### src/rtl/fpu_pkg.sv
// Shared FP constants: exception flag positions, rounding-mode encodings and
// a helper that rejects reserved frm values.
package fpu_pkg;

  localparam int FLAGS_W = 5;
  localparam int FLAG_NX = 0;
  localparam int FLAG_UF = 1;
  localparam int FLAG_OF = 2;
  localparam int FLAG_DZ = 3;
  localparam int FLAG_NV = 4;

  typedef enum logic [2:0] {
    FRM_RNE = 3'd0,
    FRM_RTZ = 3'd1,
    FRM_RDN = 3'd2,
    FRM_RUP = 3'd3,
    FRM_RMM = 3'd4,
    FRM_DYN = 3'd7
  } frm_t;

  // DYN is only meaningful in an instruction, so the CSR refuses it too.
  function automatic logic frm_legal(input logic [2:0] f);
    logic ok;
    case (f)
      3'd0, 3'd1, 3'd2, 3'd3, 3'd4: ok = 1'b1;
      default:                      ok = 1'b0;
    endcase
    return ok;
  endfunction

endpackage

### src/rtl/fpu_scoreboard.sv
// Pending-result tracker: RAW/WAW hazard detection for issue, busy flag and
// a pulse for write-backs that arrive for a register nothing was waiting on.
module fpu_scoreboard
  import fpu_pkg::*;
#(
  parameter int NUM_REGS = 32,
  parameter int ADDR_W   = $clog2(NUM_REGS)
) (
  input  logic              clk,
  input  logic              n_rst,
  input  logic [ADDR_W-1:0] rs1_sel,
  input  logic [ADDR_W-1:0] rs2_sel,
  input  logic [ADDR_W-1:0] rs3_sel,
  input  logic              issue_valid,
  input  logic [2:0]        issue_use,
  input  logic [ADDR_W-1:0] issue_rd,
  input  logic              wb_valid,
  input  logic [ADDR_W-1:0] wb_rd,
  output logic              issue_ready,
  output logic              busy,
  output logic              wb_err
);

  logic [NUM_REGS-1:0] r_pending;
  logic [NUM_REGS-1:0] w_wb_onehot;
  logic [NUM_REGS-1:0] w_issue_onehot;
  logic [NUM_REGS-1:0] w_eff_pending;
  logic                w_hazard;
  logic                w_accept;
  logic                r_wb_err;

  always_comb begin
    w_wb_onehot    = '0;
    w_issue_onehot = '0;
    if (wb_valid) begin
      w_wb_onehot[wb_rd] = 1'b1;
    end else begin
      w_wb_onehot = '0;
    end
    w_issue_onehot[issue_rd] = 1'b1;
  end

  // A write-back landing this cycle already resolves its register's hazard.
  assign w_eff_pending = r_pending & ~w_wb_onehot;
  assign w_hazard = (issue_use[0] & w_eff_pending[rs1_sel]) |
                    (issue_use[1] & w_eff_pending[rs2_sel]) |
                    (issue_use[2] & w_eff_pending[rs3_sel]) |
                    w_eff_pending[issue_rd];
  assign issue_ready = ~w_hazard;
  assign w_accept    = issue_valid & ~w_hazard;

  always_ff @(posedge clk or negedge n_rst) begin
    if (!n_rst) begin
      r_pending <= '0;
      r_wb_err  <= 1'b0;
    end else begin
      r_pending <= w_eff_pending | (w_accept ? w_issue_onehot : '0);
      r_wb_err  <= wb_valid & ~r_pending[wb_rd];
    end
  end

  assign busy   = |r_pending;
  assign wb_err = r_wb_err;

endmodule

### src/rtl/fpu_regfile_sb.sv
// FP register file with three bypassed read ports, an issue scoreboard and
// the frm/fflags CSR state.
module fpu_regfile_sb
  import fpu_pkg::*;
#(
  parameter int  DATA_WIDTH = 32,
  parameter int  NUM_REGS   = 32,
  localparam int ADDR_W     = $clog2(NUM_REGS)
) (
  input  logic                  clk,
  input  logic                  n_rst,
  input  logic [ADDR_W-1:0]     rs1_sel,
  input  logic [ADDR_W-1:0]     rs2_sel,
  input  logic [ADDR_W-1:0]     rs3_sel,
  output logic [DATA_WIDTH-1:0] rs1_data,
  output logic [DATA_WIDTH-1:0] rs2_data,
  output logic [DATA_WIDTH-1:0] rs3_data,
  input  logic                  issue_valid,
  input  logic [2:0]            issue_use,
  input  logic [ADDR_W-1:0]     issue_rd,
  output logic                  issue_ready,
  input  logic                  wb_valid,
  input  logic [ADDR_W-1:0]     wb_rd,
  input  logic [DATA_WIDTH-1:0] wb_data,
  input  logic [FLAGS_W-1:0]    wb_flags,
  input  logic                  csr_frm_we,
  input  logic [2:0]            csr_frm_wdata,
  input  logic                  csr_fflags_we,
  input  logic [FLAGS_W-1:0]    csr_fflags_wdata,
  output logic [2:0]            frm_out,
  output logic [FLAGS_W-1:0]    fflags_out,
  output logic                  busy,
  output logic                  wb_err
);

  logic [DATA_WIDTH-1:0] r_regs [NUM_REGS];
  logic [2:0]            r_frm;
  logic [FLAGS_W-1:0]    r_fflags;
  logic [FLAGS_W-1:0]    w_fflags_base;
  logic [FLAGS_W-1:0]    w_fflags_next;

  fpu_scoreboard #(.NUM_REGS(NUM_REGS), .ADDR_W(ADDR_W)) u_sb (
    .clk         (clk),
    .n_rst       (n_rst),
    .rs1_sel     (rs1_sel),
    .rs2_sel     (rs2_sel),
    .rs3_sel     (rs3_sel),
    .issue_valid (issue_valid),
    .issue_use   (issue_use),
    .issue_rd    (issue_rd),
    .wb_valid    (wb_valid),
    .wb_rd       (wb_rd),
    .issue_ready (issue_ready),
    .busy        (busy),
    .wb_err      (wb_err)
  );

  always_ff @(posedge clk or negedge n_rst) begin
    if (!n_rst) begin
      for (int i = 0; i < NUM_REGS; i++) begin
        r_regs[i] <= '0;
      end
    end else if (wb_valid) begin
      r_regs[wb_rd] <= wb_data;
    end
  end

  always_comb begin
    rs1_data = r_regs[rs1_sel];
    rs2_data = r_regs[rs2_sel];
    rs3_data = r_regs[rs3_sel];
    if (wb_valid && (wb_rd == rs1_sel)) rs1_data = wb_data;
    else                                rs1_data = r_regs[rs1_sel];
    if (wb_valid && (wb_rd == rs2_sel)) rs2_data = wb_data;
    else                                rs2_data = r_regs[rs2_sel];
    if (wb_valid && (wb_rd == rs3_sel)) rs3_data = wb_data;
    else                                rs3_data = r_regs[rs3_sel];
  end

  // OR-ing the write-back flags after the CSR mux keeps a same-cycle result's flags.
  assign w_fflags_base = csr_fflags_we ? csr_fflags_wdata : r_fflags;
  assign w_fflags_next = w_fflags_base | (wb_valid ? wb_flags : {FLAGS_W{1'b0}});

  always_ff @(posedge clk or negedge n_rst) begin
    if (!n_rst) begin
      r_frm    <= FRM_RNE;
      r_fflags <= '0;
    end else begin
      r_fflags <= w_fflags_next;
      if (csr_frm_we && frm_legal(csr_frm_wdata)) r_frm <= csr_frm_wdata;
      else                                         r_frm <= r_frm;
    end
  end

  assign frm_out    = r_frm;
  assign fflags_out = r_fflags;

endmodule
### config.mk
export PLATFORM = sky130hd
export DESIGN_NAME = fpu_regfile_sb
export DESIGN_NICKNAME = d
export VERILOG_FILES = /design/src/rtl/fpu_pkg.sv /design/src/rtl/fpu_scoreboard.sv /design/src/rtl/fpu_regfile_sb.sv
export SDC_FILE = /design/constraint.sdc
export NUM_CORES = 2
export LEC_CHECK = 0
export BUFFER_PORTS_ARGS = -buffer_cell sky130_fd_sc_hd__buf_4
export CAP_MARGIN = 20
export CELL_PAD_IN_SITES_DETAIL_PLACEMENT = 1
export CELL_PAD_IN_SITES_GLOBAL_PLACEMENT = 1
export CORE_MARGIN = 4
export CORE_UTILIZATION = 45
export CTS_BUF_LIST = sky130_fd_sc_hd__clkbuf_16
export DETAILED_ROUTE_END_ITERATION = 16
export GPL_ROUTABILITY_DRIVEN = 0
export HOLD_SLACK_MARGIN = 0.06
export PLACE_DENSITY_LB_ADDON = 0.12
export SLEW_MARGIN = 15
export SYNTH_ARGS = -nofsm -noshare
export SYNTH_HDL_FRONTEND = slang
export SYNTH_HIERARCHICAL = 1
export SYNTH_SLANG_ARGS = --single-unit
### constraint.sdc
create_clock -name clk -period 5.3 [get_ports clk]
set_input_delay 1.325 -clock clk [delete_from_list [all_inputs] [get_ports clk]]
set_output_delay 1.325 -clock clk [all_outputs]
set_load 0.02 [all_outputs]
# --- After elaboration in Yosys (flattened, before gate mapping) ---
# Index checks and enable logic that the tools add are counted.
# W data, S select, Z words.
word_totals:
  regBits: 1065
  input_bits: 79
  output_inout_bits: 107
  word_cells: 117
classes:
  order_cmp: 12
  n_eq_ne: 7
  muxes: 34
  bitwise_logic: 18
  reduce_logical: 10
ops:
  columns: ["cell", "count"]
  rows:
  - ["$bwmux W1024", 1]
  - ["$bmux W32 S5", 3]
  - ["$mux W32", 12]
  - ["$demux W32 S5", 1]
  - ["$and A32 B32 Y32", 1]
  - ["$not A32 Y32", 1]
  - ["$or A32 B32 Y32", 1]
  - ["$reduce_or A32 Y1", 1]
  - ["$lt A5 B6 Y1 const B", 5]
  - ["$bmux W1 S5", 5]
  - ["$ge A6 B6 Y1 const B", 4]
  - ["$not A5 Y6", 4]
  - ["$eq A5 B5 Y1", 3]
  - ["$demux W1 S5", 2]
  - ["$ge A5 B1 Y1 const B", 2]
  - ["$mux W5", 2]
  - ["$mux W1", 8]
  - ["$logic_and A1 B1 Y1", 7]
  - ["$eq A3 B2 Y1 const B", 2]
  - ["$lt A6 B1 Y1 const B", 1]
  - ["$and A1 B1 Y1", 5]
  - ["$or A5 B5 Y5", 1]
  - ["$reduce_or A5 Y1", 1]
  - ["$eq A3 B1 Y1 const B", 1]
  - ["4 further kinds", 7]

# --- Logic depth before layout (Yosys ltp) ---
depth:
  ltp_word: 17
  depth_mapped: 11
  depth_no_buf: 8

# --- By module ---
# The synthesis kept the hierarchy.
modules_own_cells:
  columns: ["module", "n_inst", "cells_each", "area_each_um2", "seq_area_each_um2"]
  rows:
  - ["fpu_regfile_sb", 1, 4233, 63505.9, 25824.8]
  - ["fpu_scoreboard", 1, 399, 3495.9, 825.8]

# --- Least setup slack after synthesis ---
# OpenSTA, ideal clock, no wires.
synth_timing:
  path_kind: "input-to-output"
  start: "input wb_rd[2]"
  end: "output issue_ready"
  arrival_time_ns: 3.699
  required_ns: 3.975
  path_slack_ns: 0.276
  stages: 8
  n_path_buf: 1
  cell_sequence: "buf_2 or4b_4 o21ai_2 a2111oi_1 or4_1 or4_1 a311oi_2 and3_1"
synth_via:
  elab_chain_cells: 14
  word_cells_on_any_way: 23
  classes_between: "2 x order compare; 11 x mux; 9 x bitwise; 1 x reduce/logical"
synth_lines:
  columns: ["item", "line_no", "source"]
  rows:
  - ["from (decl)", "fpu_regfile_sb.sv:23", "input logic [ADDR_W-1:0] wb_rd,"]
  - ["$lt A5 B6 Y1 (implied by the code) / $ge A5 B1 Y1 (equally long branches)", "fpu_scoreboard.sv:36", "w_wb_onehot[wb_rd] = 1'b1;"]
  - ["$logic_and A1 B1 Y1 (implied by the code)", "fpu_scoreboard.sv:36", null]
  - ["$mux W1 (implied by the code)", "fpu_scoreboard.sv:36", null]
  - ["$demux W1 S5 (*)", null, null]
  - ["$mux W32 (*)", "fpu_scoreboard.sv:35", "if (wb_valid) begin"]
  - ["$not A32 Y32 (*)", "fpu_scoreboard.sv:44", "assign w_eff_pending = r_pending & ~w_wb_onehot;"]
  - ["$and A32 B32 Y32 (*)", "fpu_scoreboard.sv:44", null]
  - ["$bmux W1 S5, on equally long branches", "fpu_scoreboard.sv:45, fpu_scoreboard.sv:46", null]
  - ["$mux W1, on equally long branches", "fpu_scoreboard.sv:45, fpu_scoreboard.sv:46", null]
  - ["$and A1 B1 Y1, on equally long branches", "fpu_scoreboard.sv:45, fpu_scoreboard.sv:46", null]
  - ["$or A1 B1 Y1", "fpu_scoreboard.sv:45", "assign w_hazard = (issue_use[0] & w_eff_pending[rs1_sel]) |"]
  - ["$or A1 B1 Y1", "fpu_scoreboard.sv:46", "(issue_use[1] & w_eff_pending[rs2_sel]) |"]
  - ["$or A1 B1 Y1 (*)", "fpu_scoreboard.sv:47", "(issue_use[2] & w_eff_pending[rs3_sel]) |"]
  - ["$not A1 Y1 (*)", "fpu_scoreboard.sv:49", "assign issue_ready = ~w_hazard;"]
  - ["to (decl)", "fpu_regfile_sb.sv:21", "output logic issue_ready,"]
# Mark *: on every way between the ends. The rest lies on a longest branch, timed or not. The select of a mux whose other input is x is not followed.

# --- Final worst setup path ---
layout_timing:
  start: "input wb_rd[1]"
  end: "output issue_ready"
# Same word-level chain as after synthesis.

==> results by stage <==
Timing:
- The count of final hold-check violations is 0.
- Dividing the final minimum period by the clock period gives 0.9887.
- The relative max-transition margin is 0.2071.
- After routing, the total negative slack on setup checks comes to 0 ns.
- Based on the critical path, the design can be clocked at up to 0.1908 GHz.
- The number of max-slew violations in the final report is 0.
- For the pin with the worst max-slew slack, the measured transition is 1.189 ns.
- The time the worst path needs with I/O delays and setup is 5.240 ns.
- The worst clock skew on the final layout is 0.01224 ns.
- On the final layout, the worst hold slack is 0.5201 ns.
- Setup violations remaining at the end of the flow were counted as 0.

Synth:
- In this run the cell area of the synthesized design comes to 67000 µm².
- By area the synthesized netlist is led by sky130_fd_sc_hd__dfrtp_1, sky130_fd_sc_hd__mux4_2, sky130_fd_sc_hd__mux2_2.
- The cell with the most instances after synthesis is sky130_fd_sc_hd__dfrtp_1.
- The sequential cell area fraction in the yosys report is 0.3978.
- The simple-gate share of the synthesized area is 0.03574.
- The area fraction in compound gates after synthesis is 0.07064.
- The per-instance average area after synthesis is 14.46 µm².
- When the netlist entered floorplanning its net count stood at 4711.
- The most used flip-flop cell after synthesis is sky130_fd_sc_hd__dfrtp_1.
- The synthesized-area fraction occupied by xor and xnor cells is 0.002092.
- The share of cell area taken by muxes after synthesis is 0.4520.
- By count the netlist is led by sky130_fd_sc_hd__dfrtp_1, sky130_fd_sc_hd__mux2_2, sky130_fd_sc_hd__mux4_2, sky130_fd_sc_hd__clkbuf_1, sky130_fd_sc_hd__o22ai_1.
- For this run, the number of Yosys warnings is 6.
- The gate count after technology mapping is 4632.
- Yosys mapped a number of flops with a built-in enable equal to 0.
- The proportion of register bits with asynchronous set or reset after synthesis is 1.000.
- Of the total synthesized cell area, the portion taken by full adders, half adders and majority gates is 0.
- The number of different library cells used by synthesis comes to 73.
- The cell accounting for the most synthesized area is sky130_fd_sc_hd__dfrtp_1.
- The post-synthesis register bit count is 1065.
- The top cell type's share of synthesized area is 0.3978.
- The dominant combinational cell family by area after synthesis is multiplexers.

Job:
- The number of max-cap violations is 0.

Die:
- The die is 393.9 µm tall.
- The total core area is 147800 µm².
- The initial utilization of the core area, before any placement, comes to 0.4532.
- The die covers 155100 µm².
- The site row count is 141.
- The die is 393.9 µm wide.
- The number of ports placed on the die boundary is 186.

Critical path:
- In this run the worst path has a maximum fanout of 4.
- The type of origin of the critical path is an input port.
- Data on the critical path is required at its endpoint by 3.97 ns.
- The element type at the critical path end is an output port.
- At the worst endpoint, the arrival time is 3.91 ns.
- The critical path class is in -> out.

GRT:
- The remaining global-route overflow is 0.
- The all-layer global routing usage is 0.3327.
- The number of antenna violations at the first check in global routing was 9.
- The number of global-route vias before repair was 50380.
- The first global-routing pass estimated 376300 µm of wire.
- The largest net degree at the start of global routing is 107.

Cells and area:
- In the final design database the tool counted 4789 nets.
- Of the cells placed in the final design, the portion with a size suffix greater than 1 is 0.5022.
- The area growth from synthesis to layout is 13.54%.

Min path:
- In this run the worst hold path is classified as reg -> reg.

Clock network:
- The clock net in this run drives a total of 1065 sinks.
- The CTS tree is done.
- The clock reaches the later pin of the worst-skew pair after 0.77 ns.
- Counting along the longest clock path gives a buffer depth of 3.
- The clock transition at the register clock pins on the worst setup and hold paths after CTS is 0.05 ns.
- The clock tree synthesis step divided the H-tree into 4 levels.
- In this run the clock root is driven by a sky130_fd_sc_hd__clkbuf_16.
- Counting the buffers created by CTS gives 130.

Power and ir drop:
- The share of total power dissipated in combinational logic is 0.263.
- Of the total power, the share spent switching nets is 0.3072.
- The total net switching power is 8.390 mW.
- The internal power is 18.92 mW.
- The clock network fraction of design power is 0.321.
- Power spread over the standard cell area amounts to 359.0 nW/µm².
- IR analysis of the VDD net gives a maximum drop of 0.0002810 V.
- The design draws 27.31 mW.
- The register share of total power is 0.416.
- For this design the static power due to leakage is 31.85 nW.

Route:
- The wire length per cell after detailed routing is 38.55 µm.
- For this run, design rule violations remaining after detail routing come to 0.
- The routed layout has 48250 vias.
- The total length of routed wires is 259700 µm.
- The first detailed-routing pass ran for 5 iterations.
- In the routed layout, each cell is associated on average with a via count of 7.161.
- The violation count after the first detailed-route iteration is 5056.
- The count of nets left with antenna violations after detail routing is 0.

Run status:
- The flow ran to the end, and the final reports show no timing, DRC or antenna violations.

Place:
- The count of input and output buffers is 185.
- After legalization and detailed placement, the total HPWL measured 154300 µm.
==> metrics by stage <==
step	worst slack, ns	cells	util	area (µm²)
floorplan	0.2761	4632	-	67000
global placement	-0.1301	6497	0.4858	71820
detailed placement	-0.1439	6498	0.4859	71840
CTS	0.02176	6723	0.5134	75900
global route	-0.004343	6733	0.5145	76060
finish	0.06002	6737	0.5146	76070
==> cells by family (layout without fill, tap and decap cells) <==
kind of cell              count (synthesis)  in the layout
muxes                                  1918           1918
DFF                                    1065           1065
AOI/OAI and AO/OA                       649            649
buffers and inverters                   556            725
and+or+nand+nor                         428            428
xor gates and xnor gates                 16             16
other                                     0              6
==> cells in the final DEF, fill, tap and decap left out, drive strengths merged, types with 9 or more instances in the layout <==
cell type,count
nor4,10
o21ai,82
nand2b,11
inv,41
a211o,94
nand2,43
xor2,11
mux2,1020
nor2b,111
nand3,123
and2,13
mux4,784
o22ai,193
nor2,45
clkinv,47
dfrtp,1065
clkbuf,135
o211ai,18
o2111ai,17
mux2i,114
nand4,16
o31ai,98
buf,489
bufinv,9
a211oi,106
==> sequential cells by signal, summed over array words and instances, names as in the netlist <==
register        flops
frm_out             3
fflags_out          5
r_regs           1024
u_sb/wb_err         1
u_sb/r_pending     32
==> routing by layer <==
metal | wire [µm] | GRT usage
met3 | 20850 | 0.06511
met4 | 10890 | 0.1267
met5 | 53 | 0
met2 | 122200 | 0.5267
met1 | 105800 | 0.4572
==> area by class of cell <==
class / instances / area, µm²
clock inverters: 88 / 643.1
fillers: 14100 / 71770
flip-flops and latches: 1065 / 26650
repair buffers: 489 / 4977
inverters: 13 / 48.80
diodes: 6 / 15.01
clock buffers: 135 / 3378
well taps: 1930 / 2415
multi-input cells: 3011 / 37950
==> what timing repair did <==
| item | in CTS | in global routing |
|---|---|---|
| setup buffers | 2 | 8 |
| hold buffers | 0 | 0 |
| pin swaps | 3 | 10 |
| resized for setup | 3 | 18 |
| endpoints found under the setup margin | 1 | 1 |
==> worst max-delay path, cell delays in order <==
cell and delay, ns:
sky130_fd_sc_hd__buf_4 0.13, sky130_fd_sc_hd__or4b_4 0.55, sky130_fd_sc_hd__o21ai_2 0.13, sky130_fd_sc_hd__a2111oi_1 0.08
sky130_fd_sc_hd__or4_1 0.51, sky130_fd_sc_hd__or4_4 0.45, sky130_fd_sc_hd__a311oi_4 0.27, sky130_fd_sc_hd__buf_4 0.17
sky130_fd_sc_hd__and3_4 0.18, sky130_fd_sc_hd__buf_6 0.11
==> final timing paths <==
kind / from / to / slack [ns] / depth (start not counted)
worst max register to register: u_sb/r_pending[0] / u_sb/r_pending[10] / 2.16 / 10
min in group asynchronous: n_rst / r_regs[503] / 0.61 / 1
worst min register to register: frm_out[2] / frm_out[2] / 0.52 / 2
max in group asynchronous: n_rst / u_sb/r_pending[12] / 3.39 / 2
worst min-delay path: frm_out[2] / frm_out[2] / 0.52 / 2
worst max-delay path: wb_rd[1] / issue_ready / 0.06 / 10
==> power groups by stage <==
stage / registers [mW] / clock network [mW] / logic, mW
after global placement: 11.2 / 0 / 6.99
after CTS: 11.3 / 8.90 / 7.18
after global routing: 11.6 / 9.23 / 7.61
final: 11.4 / 8.76 / 7.19
after detailed placement: 11.4 / 0 / 7.13
after floorplan: 10.8 / 0 / 5.17
(Power assumes the default switching activity.)
